==> src/rtl/mem_pkg.sv <==
// Shared definitions for the MEM-stage access controller.
//   - op-code constants (codes 9..15 are treated as NOP)
//   - FSM state encoding
//   - bus payload struct
//   - op classification, byte-enable and store-lane helpers
package mem_pkg;

    localparam int unsigned OP_W   = 4;
    localparam int unsigned DATA_W = 32;
    localparam int unsigned BE_W   = 4;

    localparam logic [OP_W-1:0] OP_NOP = 4'd0;
    localparam logic [OP_W-1:0] OP_LB  = 4'd1;
    localparam logic [OP_W-1:0] OP_LBU = 4'd2;
    localparam logic [OP_W-1:0] OP_LH  = 4'd3;
    localparam logic [OP_W-1:0] OP_LHU = 4'd4;
    localparam logic [OP_W-1:0] OP_LW  = 4'd5;
    localparam logic [OP_W-1:0] OP_SB  = 4'd6;
    localparam logic [OP_W-1:0] OP_SH  = 4'd7;
    localparam logic [OP_W-1:0] OP_SW  = 4'd8;

    typedef enum logic [1:0] {
        ST_IDLE = 2'd0,
        ST_REQ  = 2'd1,
        ST_DONE = 2'd2
    } state_t;

    // Write-side payload latched when a transaction starts
    typedef struct packed {
        logic              we;
        logic [BE_W-1:0]   be;
        logic [DATA_W-1:0] wdata;
    } bus_payload_t;

    function automatic logic is_load(input logic [OP_W-1:0] op);
        return (op >= OP_LB) && (op <= OP_LW);
    endfunction

    function automatic logic is_store(input logic [OP_W-1:0] op);
        return (op >= OP_SB) && (op <= OP_SW);
    endfunction

    function automatic logic is_half(input logic [OP_W-1:0] op);
        return (op == OP_LH) || (op == OP_LHU) || (op == OP_SH);
    endfunction

    function automatic logic is_word(input logic [OP_W-1:0] op);
        return (op == OP_LW) || (op == OP_SW);
    endfunction

    // Little-endian lane enables for an aligned access at byte offset off
    function automatic logic [BE_W-1:0] byte_enable(input logic [OP_W-1:0] op,
                                                    input logic [1:0]      off);
        logic [BE_W-1:0] be;
        be = '0;
        case (op)
            OP_LB, OP_LBU, OP_SB: be = BE_W'(4'b0001 << off);
            OP_LH, OP_LHU, OP_SH: be = off[1] ? 4'b1100 : 4'b0011;
            OP_LW, OP_SW:         be = 4'b1111;
            default:              be = '0;
        endcase
        return be;
    endfunction

    // Store data replicated across lanes so the enabled lanes carry it
    function automatic logic [DATA_W-1:0] store_lanes(input logic [OP_W-1:0]   op,
                                                      input logic [DATA_W-1:0] sd);
        logic [DATA_W-1:0] wd;
        wd = '0;
        case (op)
            OP_SB:   wd = {4{sd[7:0]}};
            OP_SH:   wd = {2{sd[15:0]}};
            OP_SW:   wd = sd;
            default: wd = '0;
        endcase
        return wd;
    endfunction

endpackage

==> src/rtl/load_align.sv <==
// Load-data alignment: selects the byte/halfword at the access offset from
// the bus word and sign- or zero-extends it.
//   op    : load op code (LB/LBU/LH/LHU/LW)
//   off   : byte offset within the word
//   rdata : raw bus read word
//   data  : extended load result (combinational)
module load_align
    import mem_pkg::*;
(
    input  logic [OP_W-1:0]   op,
    input  logic [1:0]        off,
    input  logic [DATA_W-1:0] rdata,
    output logic [DATA_W-1:0] data
);

    logic [7:0]  byte_sel;
    logic [15:0] half_sel;

    // Lane select
    always_comb begin
        byte_sel = rdata[7:0];
        case (off)
            2'd0: byte_sel = rdata[7:0];
            2'd1: byte_sel = rdata[15:8];
            2'd2: byte_sel = rdata[23:16];
            2'd3: byte_sel = rdata[31:24];
            default: byte_sel = rdata[7:0];
        endcase
        half_sel = off[1] ? rdata[31:16] : rdata[15:0];
    end

    // Extension
    always_comb begin
        data = rdata;
        case (op)
            OP_LB:   data = {{24{byte_sel[7]}}, byte_sel};
            OP_LBU:  data = {24'd0, byte_sel};
            OP_LH:   data = {{16{half_sel[15]}}, half_sel};
            OP_LHU:  data = {16'd0, half_sel};
            default: data = rdata;
        endcase
    end

endmodule

==> src/rtl/mem_access_ctrl.sv <==
// MEM-stage access controller: turns a pipeline load/store into a
// word-aligned, byte-enabled request/ack bus transaction and stalls the
// pipeline until it completes or times out.
//   clk, rst        : clock, synchronous active-high reset
//   memOp_i         : op code, virtualAddr_i : effective address
//   storeData_i     : store source, busRdata_i/busAck_i : bus response
//   busReq_o/We/Be/Addr/Wdata : registered bus request
//   loadData_o      : registered extended load result
//   pauseRequest_o  : pipeline stall (combinational)
//   addrErr_o       : misaligned access (combinational)
//   busErr_o        : one-cycle timeout pulse
module mem_access_ctrl
    import mem_pkg::*;
#(
    parameter int unsigned ADDR_W         = 32,
    parameter int unsigned TIMEOUT_CYCLES = 255,
    parameter int unsigned CNT_W          = 8
) (
    input  logic              clk,
    input  logic              rst,
    input  logic [OP_W-1:0]   memOp_i,
    input  logic [ADDR_W-1:0] virtualAddr_i,
    input  logic [DATA_W-1:0] storeData_i,
    input  logic [DATA_W-1:0] busRdata_i,
    input  logic              busAck_i,
    output logic              busReq_o,
    output logic              busWe_o,
    output logic [BE_W-1:0]   busBe_o,
    output logic [ADDR_W-1:0] busAddr_o,
    output logic [DATA_W-1:0] busWdata_o,
    output logic [DATA_W-1:0] loadData_o,
    output logic              pauseRequest_o,
    output logic              addrErr_o,
    output logic              busErr_o
);

    localparam int unsigned     CNT_P1_W    = CNT_W + 1;
    localparam logic [CNT_W:0]  TIMEOUT_VAL = CNT_P1_W'(TIMEOUT_CYCLES);

    state_t            state;
    state_t            next_state;
    logic [1:0]        off;
    logic              op_valid;
    logic              misaligned;
    logic              start;
    logic [CNT_W-1:0]  cnt;
    logic [CNT_W-1:0]  cnt_d;
    logic [CNT_W:0]    cnt_inc;
    logic              timeout_hit;
    logic [OP_W-1:0]   op_q;
    logic [OP_W-1:0]   op_d;
    logic [1:0]        off_q;
    logic [1:0]        off_d;
    logic              req_d;
    bus_payload_t      pay_d;
    logic [ADDR_W-1:0] addr_d;
    logic [DATA_W-1:0] load_d;
    logic              err_d;
    logic [DATA_W-1:0] aligned_data;

    // Request decode
    assign off        = virtualAddr_i[1:0];
    assign op_valid   = is_load(memOp_i) || is_store(memOp_i);
    assign misaligned = (is_half(memOp_i) && off[0]) || (is_word(memOp_i) && (off != 2'b00));
    assign start      = (state == ST_IDLE) && op_valid && !misaligned;

    // Counter value after the current REQ cycle; the ack takes priority over a timeout
    assign cnt_inc     = CNT_P1_W'(cnt) + CNT_P1_W'(1);
    assign timeout_hit = (TIMEOUT_CYCLES != 0) && (cnt_inc == TIMEOUT_VAL);

    load_align u_load_align (
        .op    (op_q),
        .off   (off_q),
        .rdata (busRdata_i),
        .data  (aligned_data)
    );

    // State register
    always_ff @(posedge clk) begin
        if (rst) begin
            state <= ST_IDLE;
        end else begin
            state <= next_state;
        end
    end

    // Next-state logic
    always_comb begin
        next_state = state;
        case (state)
            ST_IDLE: if (start) next_state = ST_REQ;
            ST_REQ:  if (busAck_i || timeout_hit) next_state = ST_DONE;
            ST_DONE: next_state = ST_IDLE;
            default: next_state = ST_IDLE;
        endcase
    end

    // Output logic: combinational stall/error plus next values of registered outputs
    always_comb begin
        pauseRequest_o = !rst && (start || (state == ST_REQ));
        addrErr_o      = !rst && (state == ST_IDLE) && op_valid && misaligned;
        req_d          = 1'b0;
        pay_d          = '{we: busWe_o, be: busBe_o, wdata: busWdata_o};
        addr_d         = busAddr_o;
        op_d           = op_q;
        off_d          = off_q;
        load_d         = loadData_o;
        err_d          = 1'b0;
        cnt_d          = cnt;
        case (state)
            ST_IDLE: begin
                if (start) begin
                    req_d  = 1'b1;
                    pay_d  = '{we:    is_store(memOp_i),
                               be:    byte_enable(memOp_i, off),
                               wdata: store_lanes(memOp_i, storeData_i)};
                    addr_d = {virtualAddr_i[ADDR_W-1:2], 2'b00};
                    op_d   = memOp_i;
                    off_d  = off;
                    cnt_d  = '0;
                end
            end
            ST_REQ: begin
                cnt_d = CNT_W'(cnt_inc);
                if (busAck_i || timeout_hit) begin
                    // Transaction over: release the bus fields
                    pay_d  = '0;
                    addr_d = '0;
                    if (busAck_i) begin
                        if (is_load(op_q)) load_d = aligned_data;
                    end else begin
                        err_d = 1'b1;
                    end
                end else begin
                    req_d = 1'b1;
                end
            end
            default: begin
            end
        endcase
    end

    // Registered outputs and transaction context
    always_ff @(posedge clk) begin
        if (rst) begin
            busReq_o   <= 1'b0;
            busWe_o    <= 1'b0;
            busBe_o    <= '0;
            busAddr_o  <= '0;
            busWdata_o <= '0;
            loadData_o <= '0;
            busErr_o   <= 1'b0;
            cnt        <= '0;
            op_q       <= OP_NOP;
            off_q      <= 2'b00;
        end else begin
            busReq_o   <= req_d;
            busWe_o    <= pay_d.we;
            busBe_o    <= pay_d.be;
            busAddr_o  <= addr_d;
            busWdata_o <= pay_d.wdata;
            loadData_o <= load_d;
            busErr_o   <= err_d;
            cnt        <= cnt_d;
            op_q       <= op_d;
            off_q      <= off_d;
        end
    end

endmodule

==> config.mk <==
export PLATFORM = sky130hd
export DESIGN_NAME = mem_access_ctrl
export DESIGN_NICKNAME = d
export VERILOG_FILES = /design/src/rtl/mem_pkg.sv /design/src/rtl/load_align.sv /design/src/rtl/mem_access_ctrl.sv
export SDC_FILE = /design/constraint.sdc
export NUM_CORES = 1
export LEC_CHECK = 0
export ABC_AREA = 1
export BUFFER_PORTS_ARGS = -buffer_cell sky130_fd_sc_hd__buf_2
export CORE_MARGIN = 4
export CORE_UTILIZATION = 43
export CTS_CLUSTER_DIAMETER = 60
export DETAILED_ROUTE_END_ITERATION = 6
export PLACE_DENSITY = 0.77
export SYNTH_ARGS = -nofsm -noshare
export SYNTH_HDL_FRONTEND = slang
export SYNTH_SLANG_ARGS = --single-unit
==> constraint.sdc <==
create_clock -name clk -period 1.65 [get_ports clk]
set_input_delay 0.2475 -clock clk [delete_from_list [all_inputs] [get_ports clk]]
set_output_delay 0.2475 -clock clk [all_outputs]
set_load 0.02 [all_outputs]
==> impl_metrics.py, run 1 <==
metrics = {
    "status": {
        "outcome": "finished with violations",
        "violations": "negative setup slack",
    },
    "clock_network": {
        "cts_buffers": 17,
        "htree_levels": 4,
        "cts_root_buf": "clkbuf_16",
        "cts_tree": "done",
        "cts_sinks": 117,
        "holdBufCountCts": 0,
        "cts_buffer_depth": 2,
        "clk_pin_slew_ps": 50,
        "clock_latency_ps": 420,
    },
    "layout": {
        "final_area_um2": 8520,
        "layout_common_cells": "203 x buf_2, 180 x nand2_1, 112 x dfxtp_1, 99 x a21oi_1",
        "finalNonFillerCells": 1223,
        "n_fill_cell": 1061,
        "layout.nets": 1144,
        "final_layout_size_suffix_gt1_share_pct": 41.0,
        "synthToLayoutAreaGrowth_pct": 48.7,
        "final_common_cell": "buf_2",
        "fin_util_pct": 66.4,
    },
    "setup_path": {
        "worstSetupStartpointType": "flop",
        "critPathCaptureType": "flop",
        "crit_type": "reg -> reg",
        "r2r_cells": 14,
        "crit_arrival_ps": 2190,
        "critPathLaunch": "cnt[3]",
        "worst-path-max-fanout": 8,
        "crit_required_ps": 1960,
        "r2r-start": "cnt[3]",
    },
    "sta": {
        "hold_violations": 0,
        "setup_viol": 72,
        "rsz0062_at_grt": "true",
        "period_minus_slack_ps": 1880,
        "fmax_mhz": 532,
        "slew_violations": 0,
        "setup_slack_ps": -228,
        "worst_hold_slack_ps": 79.2,
        "fin_crit_sh_pct": 114,
        "finalClockSkew_ps": 11.7,
    },
    "power_and_ir_drop": {
        "seqPwrFrac_pct": 35.8,
        "leakagePower_uw": 0.00384,
        "power_density_nw_per_um2": 996,
        "combPwrFrac_pct": 21.3,
        "clkPwrFrac_pct": 42.9,
        "irDropWorstVdd_uv": 715,
        "p_int_uw": 5980,
        "power_switching_uw": 2510,
        "p_sw_share_pct": 29.5,
    },
    "placement": {
        "dpl-instance-area_um2": 7270,
        "place.gp.congestion": 0.909,
        "placedCellCount": 1177,
        "place_hpwl_mm": 12.9,
        "port_buffers": 205,
        "place_ws_ps": -117,
    },
    "synthesis": {
        "yosysSeqAreaShare_pct": 40.9,
        "synth_cells": 795,
        "synth_warnings": 0,
        "synth.distinct_cells": 36,
        "yosys_register_bits": 117,
        "synth.avg_cell_area_um2": 7.21,
        "syn_area_um2": 5730,
    },
    "global_route": {
        "grt_max_degree": 56,
        "grt_pass1_wl_mm": 29.3,
        "grt-ovfl-total": 0,
        "antenna_found_initial": 2,
        "gr-usage-all-layers_pct": 24.3,
        "grt_pass1_vias": 5998,
    },
    "job": {
        "cap_viol_max_count": 0,
    },
    "detailed_routing": {
        "avgViaCountPerCell": 5.38,
        "drc_errors": 0,
        "avgRoutedWirePerCell_um": 16.5,
        "detail_route.iter0.violations": 548,
        "first_pass_iters": 6,
        "ant_nets": 0,
        "routed-via-count": 6575,
        "wl_mm": 20.2,
    },
    "die": {
        "start_util_pct": 44.7,
        "die_h_um": 123,
        "die_area_um2": 15200,
        "die_w_um": 123,
        "core_um2": 12800,
        "io_pins": 208,
        "row_count": 41,
    },
    "hold_path": {
        "worstHoldStart": "virtualAddr_i[17]",
        "hold_depth": 3,
        "hold_class": "in -> reg",
    },
}
==> routing by layer <==
layer / part of all wire [%] / up-vias / track usage, % / wire [um]
li1: - / 3157 / - / -
met1: 40 / 3019 / 30.5 / 8090
met2: 48 / 330 / 38.8 / 9690
met3: 8.6 / 67 / 7.64 / 1730
met4: 3.5 / 2 / 10.0 / 701
met5: 0.064 / - / 0 / 13
==> state kept, by name, indices dropped and copies added (netlist names) <==
name and flops:
busReq_o 1, busBe_o 4, busAddr_o 30, off_q 2, busWdata_o 32, busErr_o 1
busWe_o 1, cnt 8, loadData_o 32, state 2, op_q 4
==> area by class of cell <==
| type | instances | area (um^2) | share of cell area (%) |
|---|---|---|---|
| Antenna cell | 1 | 2.50 | 0.0294 |
| Clock buffer | 22 | 474 | 5.57 |
| Clock inverter | 8 | 100 | 1.17 |
| Inverter | 48 | 180 | 2.11 |
| Multi-Input combinational cell | 576 | 3310 | 38.8 |
| Sequential cell | 117 | 2360 | 27.7 |
| Tap cell | 172 | 215 | 2.53 |
| Timing Repair Buffer | 279 | 1880 | 22.1 |
==> cell usage after synthesis (all sizes together) <==
cell type | n | area (um^2)
o21ai | 67 | 335
nand2 | 193 | 737
a211oi | 2 | 15.0
conb | 1 | 3.75
inv | 48 | 180
a41oi | 1 | 8.76
o211ai | 9 | 67.6
xor2 | 1 | 8.76
ha | 2 | 25.0
nand3 | 115 | 666
mux2i | 7 | 70.1
nor3 | 8 | 40.0
buf | 30 | 238
a221oi | 1 | 15.0
dfxtp | 117 | 2340
nor2 | 39 | 180
clkbuf | 26 | 97.6
a21oi | 123 | 668
o21bai | 1 | 7.51
or2 | 4 | 25.0
==> cells by family after synthesis <==
family | Yosys count | share of synthesized area (%)
muxes | 7 | 1.22
buffers and inverters | 104 | 9.00
AOI/OAI and AO/OA | 204 | 19.5
xor gates and xnor gates | 1 | 0.153
adders and majority gates | 2 | 0.437
DFF | 117 | 40.9
and+or+nand+nor | 359 | 28.8
other | 1 | 0.0654
==> stage by stage <==
step	total power [uW]	TNS, ps
global placement	4670	-1600
global route	8810	-22330
detailed placement	4680	-6430
CTS	8390	-7440
floorplan	4110	-482
finish	8490	-12650
==> power by group through the flow <==
stage | Sequential (uW) | Combinational (uW) | Clock [uW]
4_1_cts | 3030 | 1690 | 3660
3_5_place_dp | 3090 | 1600 | 0
6_report | 3040 | 1800 | 3640
5_1_grt | 3060 | 1950 | 3800
3_3_place_gp | 3090 | 1580 | 0
2_1_floorplan | 3210 | 893 | 0
==> what timing repair did <==
| action | in CTS | in global routing |
|---|---|---|
| setup buffers | 7 | 2 |
| endpoints found under the setup margin | 71 | 111 |
| pin swaps | 8 | 13 |
| gates cloned | 4 | 4 |
| gates resized for setup | 40 | 69 |
==> critical path: stages, from the launching register on <==
cell     delay (ps)
dfxtp_2         410
nand2_1          80
nor2_2          140
nand2_1          80
nand2_1          90
nand2_1          80
nor2_2          140
nand3_2         120
nand2_4         140
nand2_8         120
buf_6           150
nand2_8          80
nand2_2          50
nand2_1          60
nor2_1           40
==> final timing paths <==
kind                        end  slack [ps]
hold reg to reg   loadData_o[0]         460
hold / removal    busAddr_o[17]          80
setup reg to reg     busBe_o[2]        -230
setup / recovery     busBe_o[2]        -230
No activity file was read; power rests on OpenSTA's default activity.
==> inputs of run 2 (changes only) <==
--- a/config.mk
+++ b/config.mk
@@ -5,13 +5,13 @@
 export SDC_FILE = /design/constraint.sdc
 export NUM_CORES = 1
 export LEC_CHECK = 0
-export ABC_AREA = 1
-export BUFFER_PORTS_ARGS = -buffer_cell sky130_fd_sc_hd__buf_2
+export ABC_CLOCK_PERIOD_IN_PS = 1650
 export CORE_MARGIN = 4
 export CORE_UTILIZATION = 43
 export CTS_CLUSTER_DIAMETER = 60
 export DETAILED_ROUTE_END_ITERATION = 6
-export PLACE_DENSITY = 0.77
+export DONT_BUFFER_PORTS = 1
+export PLACE_DENSITY = 0.63
 export SYNTH_ARGS = -nofsm -noshare
 export SYNTH_HDL_FRONTEND = slang
 export SYNTH_SLANG_ARGS = --single-unit
==> run 2 against run 1 <==
Non-clock buffer count shrank 139; first-iteration DRC count shrank 25%; core utilization fell by 2.2 points; final area is 4.4% lower; routed wire length fell by 11%; synthesized area fell by 2.8%; the flow still finishes with violations (negative setup slack); register-to-register slack improved by 60 ps; via count is 20% lower; clock power is 14% higher; largest cell class unchanged; worst setup slack improved by 56 ps; sequential power up 6%.
==> impl_metrics.py, run 2 <==
metrics = {
    "status": {
        "outcome": "finished with violations",
        "violations": "negative setup slack",
    },
    "hold_path": {
        "worstHoldStart": "virtualAddr_i[16]",
        "hold_class": "in -> reg",
        "hold_depth": 2,
        "hold-path-endpoint": "busAddr_o[16]",
    },
    "placement": {
        "placedCellCount": 780,
        "place_hpwl_mm": 11.5,
        "place.gp.congestion": 0.873,
        "port_buffers": 0,
    },
    "sta": {
        "hold_violations": 0,
        "fin_crit_sh_pct": 110,
        "slew_violations": 0,
        "period_minus_slack_ps": 1820,
        "tns_ps": -9040,
        "tightestPinTransition_ps": 726,
        "rsz0062_at_grt": "true",
        "max-slew-margin-rel_pct": 51.4,
        "finalClockSkew_ps": 9.28,
        "fmax_mhz": 549,
        "setup_viol": 91,
        "setup_slack_ps": -172,
    },
    "synthesis": {
        "synthFlopType": "dfxtp_1",
        "synth.largest_area_cell": "dfxtp_1",
        "synth.most_common_cell": "dfxtp_1",
        "synth_top_area_share_pct": 42.0,
        "yosysSeqAreaShare_pct": 42.0,
        "yosys_register_bits": 117,
        "ys_async_sr_fraction_pct": 0,
        "syn_area_um2": 5570,
        "synth_area_leaders": "dfxtp_1 42%, mux2i_1 8.3%, nor2_1 5.6%",
        "synthTopCellsByCount": "117 x dfxtp_1, 83 x nor2_1, 46 x mux2i_1, 33 x nand2_1, 30 x a21oi_1",
        "synth_cells": 590,
        "synth_edf_count": 0,
        "synth.avg_cell_area_um2": 9.44,
        "synth.distinct_cells": 69,
        "synth_warnings": 0,
    },
    "global_route": {
        "met1_usage_pct": 27.4,
        "grt_max_degree": 41,
        "grt-ovfl-total": 0,
        "grt-busiest-layer": "met2",
        "grt_pass1_vias": 5246,
        "grt_use_met3_pct": 8.03,
        "grtUsageMet2_pct": 39.6,
        "gr-usage-all-layers_pct": 23.3,
        "antenna_found_initial": 0,
        "grt_pass1_wl_mm": 27.3,
    },
    "power_and_ir_drop": {
        "clkPwrFrac_pct": 46.8,
        "p_sw_share_pct": 26.0,
        "power_uw": 8880,
        "leakagePower_uw": 0.00308,
        "combPwrFrac_pct": 17.0,
        "seqPwrFrac_pct": 36.3,
        "irDropWorstVdd_uv": 629,
        "power_density_nw_per_um2": 1090,
        "power_switching_uw": 2310,
        "p_int_uw": 6580,
    },
    "layout": {
        "multiInputGateArea_um2": 3480,
        "synthToLayoutAreaGrowth_pct": 46.1,
        "regArea_um2": 2370,
        "final_common_cell": "dfxtp_1",
        "layout.nets": 807,
        "n_fill_cell": 951,
        "finalNonFillerCells": 886,
        "layout_common_cells": "107 x dfxtp_1, 79 x nor2_1, 58 x dlygate4sd3_1, 58 x buf_4, 46 x mux2i_1",
        "final_layout_size_suffix_gt1_share_pct": 32.8,
        "antenna_cells": 0,
        "reg_top3": "busWdata_o (32), loadData_o (32), busAddr_o (30)",
    },
    "setup_path": {
        "r2r-start": "cnt[0]",
        "r2r_slack_ps": -170,
        "r2r-end": "busWdata_o[2]",
        "critPathCaptureType": "flop",
        "worst-path-max-fanout": 8,
        "crit_type": "reg -> reg",
        "cp_slowest_cell": "dfxtp_4",
        "cpPeakStageDelay_ps": 380,
        "worstSetupStartpointType": "flop",
        "crit_arrival_ps": 2130,
        "r2r_cells": 8,
        "crit_required_ps": 1960,
        "path_cells": "inv_4, ha_4, nand3_4, a2111oi_4, o21ai_2, buf_6, o211a_4, a22o_1",
    },
    "detailed_routing": {
        "detail_route.iter0.violations": 412,
        "routed-via-count": 5287,
        "avgViaCountPerCell": 5.97,
        "first_pass_iters": 5,
        "avgRoutedWirePerCell_um": 20.2,
        "ant_nets": 0,
        "drc_errors": 0,
        "wl_mm": 17.9,
    },
    "die": {
        "row_count": 41,
        "die_h_um": 122,
        "core_um2": 12700,
        "die_area_um2": 14800,
        "io_pins": 208,
        "die_w_um": 122,
        "start_util_pct": 44.0,
    },
    "clock_network": {
        "cts_sinks": 117,
        "clk_pin_slew_ps": 60,
        "clock_latency_ps": 420,
        "cts_buffer_depth": 2,
        "cts_tree": "done",
        "cts_buffers": 17,
        "htree_levels": 4,
        "cts_root_buf": "clkbuf_16",
    },
    "job": {
        "cap_viol_max_count": 0,
    },
}
[run 2: worst max-delay path by stage]
stage / from / end / slack [ps] / cells after the start
after floorplan: memOp_i[0] / pauseRequest_o / -190 / 7
after global placement: cnt[1] / busWdata_o[0] / -160 / 7
after detailed placement: op_q[0] / loadData_o[3] / -220 / 5
after CTS: state[0] / pauseRequest_o / -180 / 4
after global routing: cnt[0] / busWdata_o[4] / -240 / 8
final: cnt[0] / busWdata_o[2] / -170 / 8
[run 2: power groups by stage]
| stage | clock network [uW] | logic [uW] | registers [uW] |
|---|---|---|---|
| finish | 4150 | 1510 | 3220 |
| global route | 4350 | 1630 | 3240 |
| detailed placement | 0 | 1120 | 3280 |
| global placement | 0 | 1090 | 3280 |
| floorplan | 0 | 897 | 3240 |
| CTS | 4200 | 1340 | 3220 |
[run 2: logic make-up (layout without fill, tap and decap cells)]
group	Yosys count	after routing	share of synthesized area [%]
multiplexers	54	54	11.3
adder cells (fa/ha/maj)	2	2	0.449
AND/OR/NAND/NOR	184	184	16.8
flip-flops	117	117	42.0
buffers and inverters	59	181	5.97
AO/OA/AOI/OAI	172	173	23.2
XOR/XNOR	1	1	0.157
other	1	2	0.0673
[run 2: routing by layer]
metal	wire length [um]	vias to the layer above
met4	503	0
li1	-	2416
met1	6730	2555
met2	9050	266
met5	0	-
met3	1650	50
[run 2: cell type report]
type | count | share of cell area [%]
well taps | 172 | 2.64
repair buffers | 140 | 16.8
clock inverters | 8 | 2.07
clock buffers | 23 | 6.12
multi-input cells | 416 | 42.8
flip-flops and latches | 117 | 29.1
inverters | 10 | 0.492
[run 2: through the flow]
| step | hold slack (ps) | worst slack [ps] | util, % | instance area [um^2] |
|---|---|---|---|---|
| after floorplan | 380 | -194 | - | 5810 |
| after global placement | 322 | -159 | 49.5 | 6270 |
| after detailed placement | 328 | -222 | 49.5 | 6270 |
| after CTS | 7.33 | -177 | 61.3 | 7760 |
| after global routing | 28.7 | -239 | 64.3 | 8140 |
| final | 17.9 | -172 | 64.3 | 8140 |
[run 2: what timing repair did]
| item | 4_1_cts | 5_1_grt |
|---|---|---|
| endpoints found under the setup margin | 92 | 105 |
| setup buffers | 9 | 8 |
| pin swaps | 18 | 24 |
| hold buffers | 59 | 0 |
| gates resized for setup | 34 | 73 |
| hold endpoints to repair | 77 | 0 |
| cloned | 2 | 0 |
[run 2: worst max-delay path: cells and delay by family (launching register included)]
family / cells / cell delay, ps
buffers and inverters: 2 / 210
AO/OA/AOI/OAI: 4 / 910
AND/OR/NAND/NOR: 1 / 80
flip-flops: 1 / 380
adder cells (fa/ha/maj): 1 / 130
==> inputs of run 3 (changes only) <==
--- a/config.mk
+++ b/config.mk
@@ -7,11 +7,12 @@
 export LEC_CHECK = 0
 export ABC_CLOCK_PERIOD_IN_PS = 1650
 export CORE_MARGIN = 4
-export CORE_UTILIZATION = 43
+export CORE_UTILIZATION = 35
 export CTS_CLUSTER_DIAMETER = 60
 export DETAILED_ROUTE_END_ITERATION = 6
 export DONT_BUFFER_PORTS = 1
-export PLACE_DENSITY = 0.63
+export PLACE_DENSITY = 0.54
+export SLEW_MARGIN = 25
 export SYNTH_ARGS = -nofsm -noshare
 export SYNTH_HDL_FRONTEND = slang
 export SYNTH_SLANG_ARGS = --single-unit
==> run 3 against run 2 <==
Die area rose by 21%; non-clock buffer count rose by 8; sequential power barely moved; the flow still finishes with violations (negative setup slack); worst setup slack got worse by 50 ps; critical path type unchanged; combinational power fell by 3%; highest routed layer unchanged; clock-buffer cell count fell by 2; register-to-register slack got worse by 50 ps; fmax fell by 2.7%; final cell count rose by 5.2%; largest cell class unchanged.
==> impl_metrics.py, run 3 (synthesis results as in run 2) <==
metrics = {
    "detailed_routing": {
        "wl_mm": 18.3,
        "avgRoutedWirePerCell_um": 19.6,
        "first_pass_iters": 5,
        "routed-via-count": 5169,
        "ant_nets": 0,
        "drc_errors": 0,
        "avgViaCountPerCell": 5.55,
        "detail_route.iter0.violations": 415,
    },
    "setup_path": {
        "r2r_slack_ps": -220,
        "worstSetupStartpointType": "flop",
        "cp_slowest_cell": "dfxtp_4",
        "crit_arrival_ps": 2170,
        "crit_type": "reg -> reg",
        "path_cells": "inv_4, ha_4, nand3_4, a2111oi_4, o21ai_2, buf_6, o21ai_4, buf_12, clkbuf_16, nor2_1",
        "critPathCaptureType": "flop",
        "cpPeakStageDelay_ps": 370,
        "crit_required_ps": 1950,
        "r2r_cells": 10,
        "r2r-start": "cnt[0]",
        "worst-path-max-fanout": 15,
        "r2r-end": "busAddr_o[22]",
    },
    "sta": {
        "tns_ps": -13050,
        "setup_slack_ps": -222,
        "fin_crit_sh_pct": 113,
        "finalClockSkew_ps": 13.0,
        "rsz0062_at_grt": "true",
        "period_minus_slack_ps": 1870,
        "fmax_mhz": 534,
        "setup_viol": 91,
        "slew_violations": 0,
        "hold_violations": 0,
    },
    "clock_network": {
        "cts_tree": "done",
        "htree_levels": 4,
        "cts_sinks": 117,
        "clock_latency_ps": 410,
        "clk_pin_slew_ps": 60,
        "cts_root_buf": "clkbuf_16",
        "cts_buffer_depth": 2,
        "cts_buffers": 17,
    },
    "die": {
        "core_um2": 15400,
        "die_area_um2": 18000,
        "row_count": 45,
        "die_h_um": 134,
        "die_w_um": 134,
        "start_util_pct": 36.2,
        "io_pins": 208,
    },
    "layout": {
        "n_fill_cell": 1359,
        "layout_common_cells": "106 x dfxtp_1, 70 x nor2_1, 70 x buf_4, 59 x dlygate4sd3_1, 46 x mux2i_1",
        "reg_top3": "busWdata_o (32), loadData_o (32), busAddr_o (30)",
        "synthToLayoutAreaGrowth_pct": 43.1,
        "antenna_cells": 0,
        "final_common_cell": "dfxtp_1",
        "layout.nets": 815,
        "final_layout_size_suffix_gt1_share_pct": 30.7,
    },
    "status": {
        "violations": "negative setup slack",
        "outcome": "finished with violations",
    },
    "global_route": {
        "grt-busiest-layer": "met2",
        "antenna_found_initial": 0,
        "gr-usage-all-layers_pct": 19.3,
        "grt_pass1_wl_mm": 27.8,
        "grt-ovfl-total": 0,
        "grt_use_met3_pct": 7.31,
        "grt_pass1_vias": 5145,
        "grtUsageMet2_pct": 32.4,
        "met1_usage_pct": 22.6,
        "grt_max_degree": 41,
    },
    "power_and_ir_drop": {
        "irDropWorstVdd_uv": 737,
        "power_density_nw_per_um2": 1020,
        "leakagePower_uw": 0.00300,
        "p_int_uw": 5860,
        "seqPwrFrac_pct": 39.5,
        "combPwrFrac_pct": 18.0,
        "p_sw_share_pct": 28.2,
        "clkPwrFrac_pct": 42.4,
        "power_switching_uw": 2300,
    },
    "placement": {
        "port_buffers": 0,
        "place_hpwl_mm": 12.3,
        "place.gp.congestion": 0.828,
        "place_ws_ps": -198,
    },
    "hold_path": {
        "hold_depth": 2,
        "hold-path-endpoint": "busWdata_o[26]",
        "worstHoldStart": "storeData_i[26]",
        "hold_class": "in -> reg",
    },
    "job": {
        "cap_viol_max_count": 0,
    },
}
[run 3: critical path: cells and delay by family (launching register included)]
family | cells | cell delay, ps
and+or+nand+nor | 2 | 140
AOI/OAI and AO/OA | 3 | 600
DFF | 1 | 370
adders and majority gates | 1 | 130
buffers and inverters | 4 | 520
[run 3: final cells by class]
| class | instances | area [um^2] | area share [%] |
|---|---|---|---|
| multi-input combinational | 416 | 3340 | 42.0 |
| sequential | 117 | 2360 | 29.6 |
| clock inverter | 9 | 78.8 | 0.989 |
| timing repair buffer | 148 | 1410 | 17.7 |
| tap | 211 | 264 | 3.31 |
| clock buffer | 21 | 470 | 5.90 |
| inverter | 10 | 40.0 | 0.502 |
[run 3: how the worst max path moves through the flow]
| stage | startpoint | to | slack, ps |
|---|---|---|---|
| after global routing | cnt[0] | busAddr_o[22] | -290 |
| after floorplan | memOp_i[0] | pauseRequest_o | -190 |
| final | cnt[0] | busAddr_o[22] | -220 |
| after detailed placement | cnt[1] | busWdata_o[0] | -200 |
| after CTS | cnt[0] | busAddr_o[25] | -190 |
| after global placement | cnt[0] | busWdata_o[5] | -140 |
[run 3: power groups by stage]
| stage | sequential (uW) | clock, uW | combinational, uW |
|---|---|---|---|
| 2_1_floorplan | 3240 | 0 | 897 |
| 3_3_place_gp | 3280 | 0 | 1080 |
| 3_5_place_dp | 3280 | 0 | 1110 |
| 4_1_cts | 3220 | 3530 | 1350 |
| 5_1_grt | 3240 | 3690 | 1590 |
| 6_report | 3220 | 3460 | 1470 |
[run 3: through the flow]
stage | util [%] | hold slack [ps] | instance area, um^2 | std cells | power [uW]
after global routing | 51.9 | 8.55 | 7970 | 932 | 8520
after CTS | 50.0 | 6.82 | 7680 | 922 | 8110
after global placement | 41.1 | 329 | 6320 | 825 | 4360
after detailed placement | 41.1 | 328 | 6320 | 825 | 4390
final | 51.9 | 24.6 | 7970 | 932 | 8160
after floorplan | - | 380 | 5810 | 591 | 4140
[run 3: what timing repair did]
action	4_1_cts	5_1_grt
pin swaps	16	19
hold buffers	59	1
gates resized for setup	35	42
gates cloned	1	2
setup endpoints to repair	102	104
buffers inserted	7	7
hold endpoints to repair	77	1
[run 3: per-layer routing]
layer | share of wire (%) | vias up | wire (um)
li1 | - | 2443 | -
met1 | 40 | 2476 | 7390
met2 | 49 | 224 | 9040
met3 | 8.5 | 26 | 1550
met4 | 1.7 | 0 | 309
met5 | 0 | - | 0
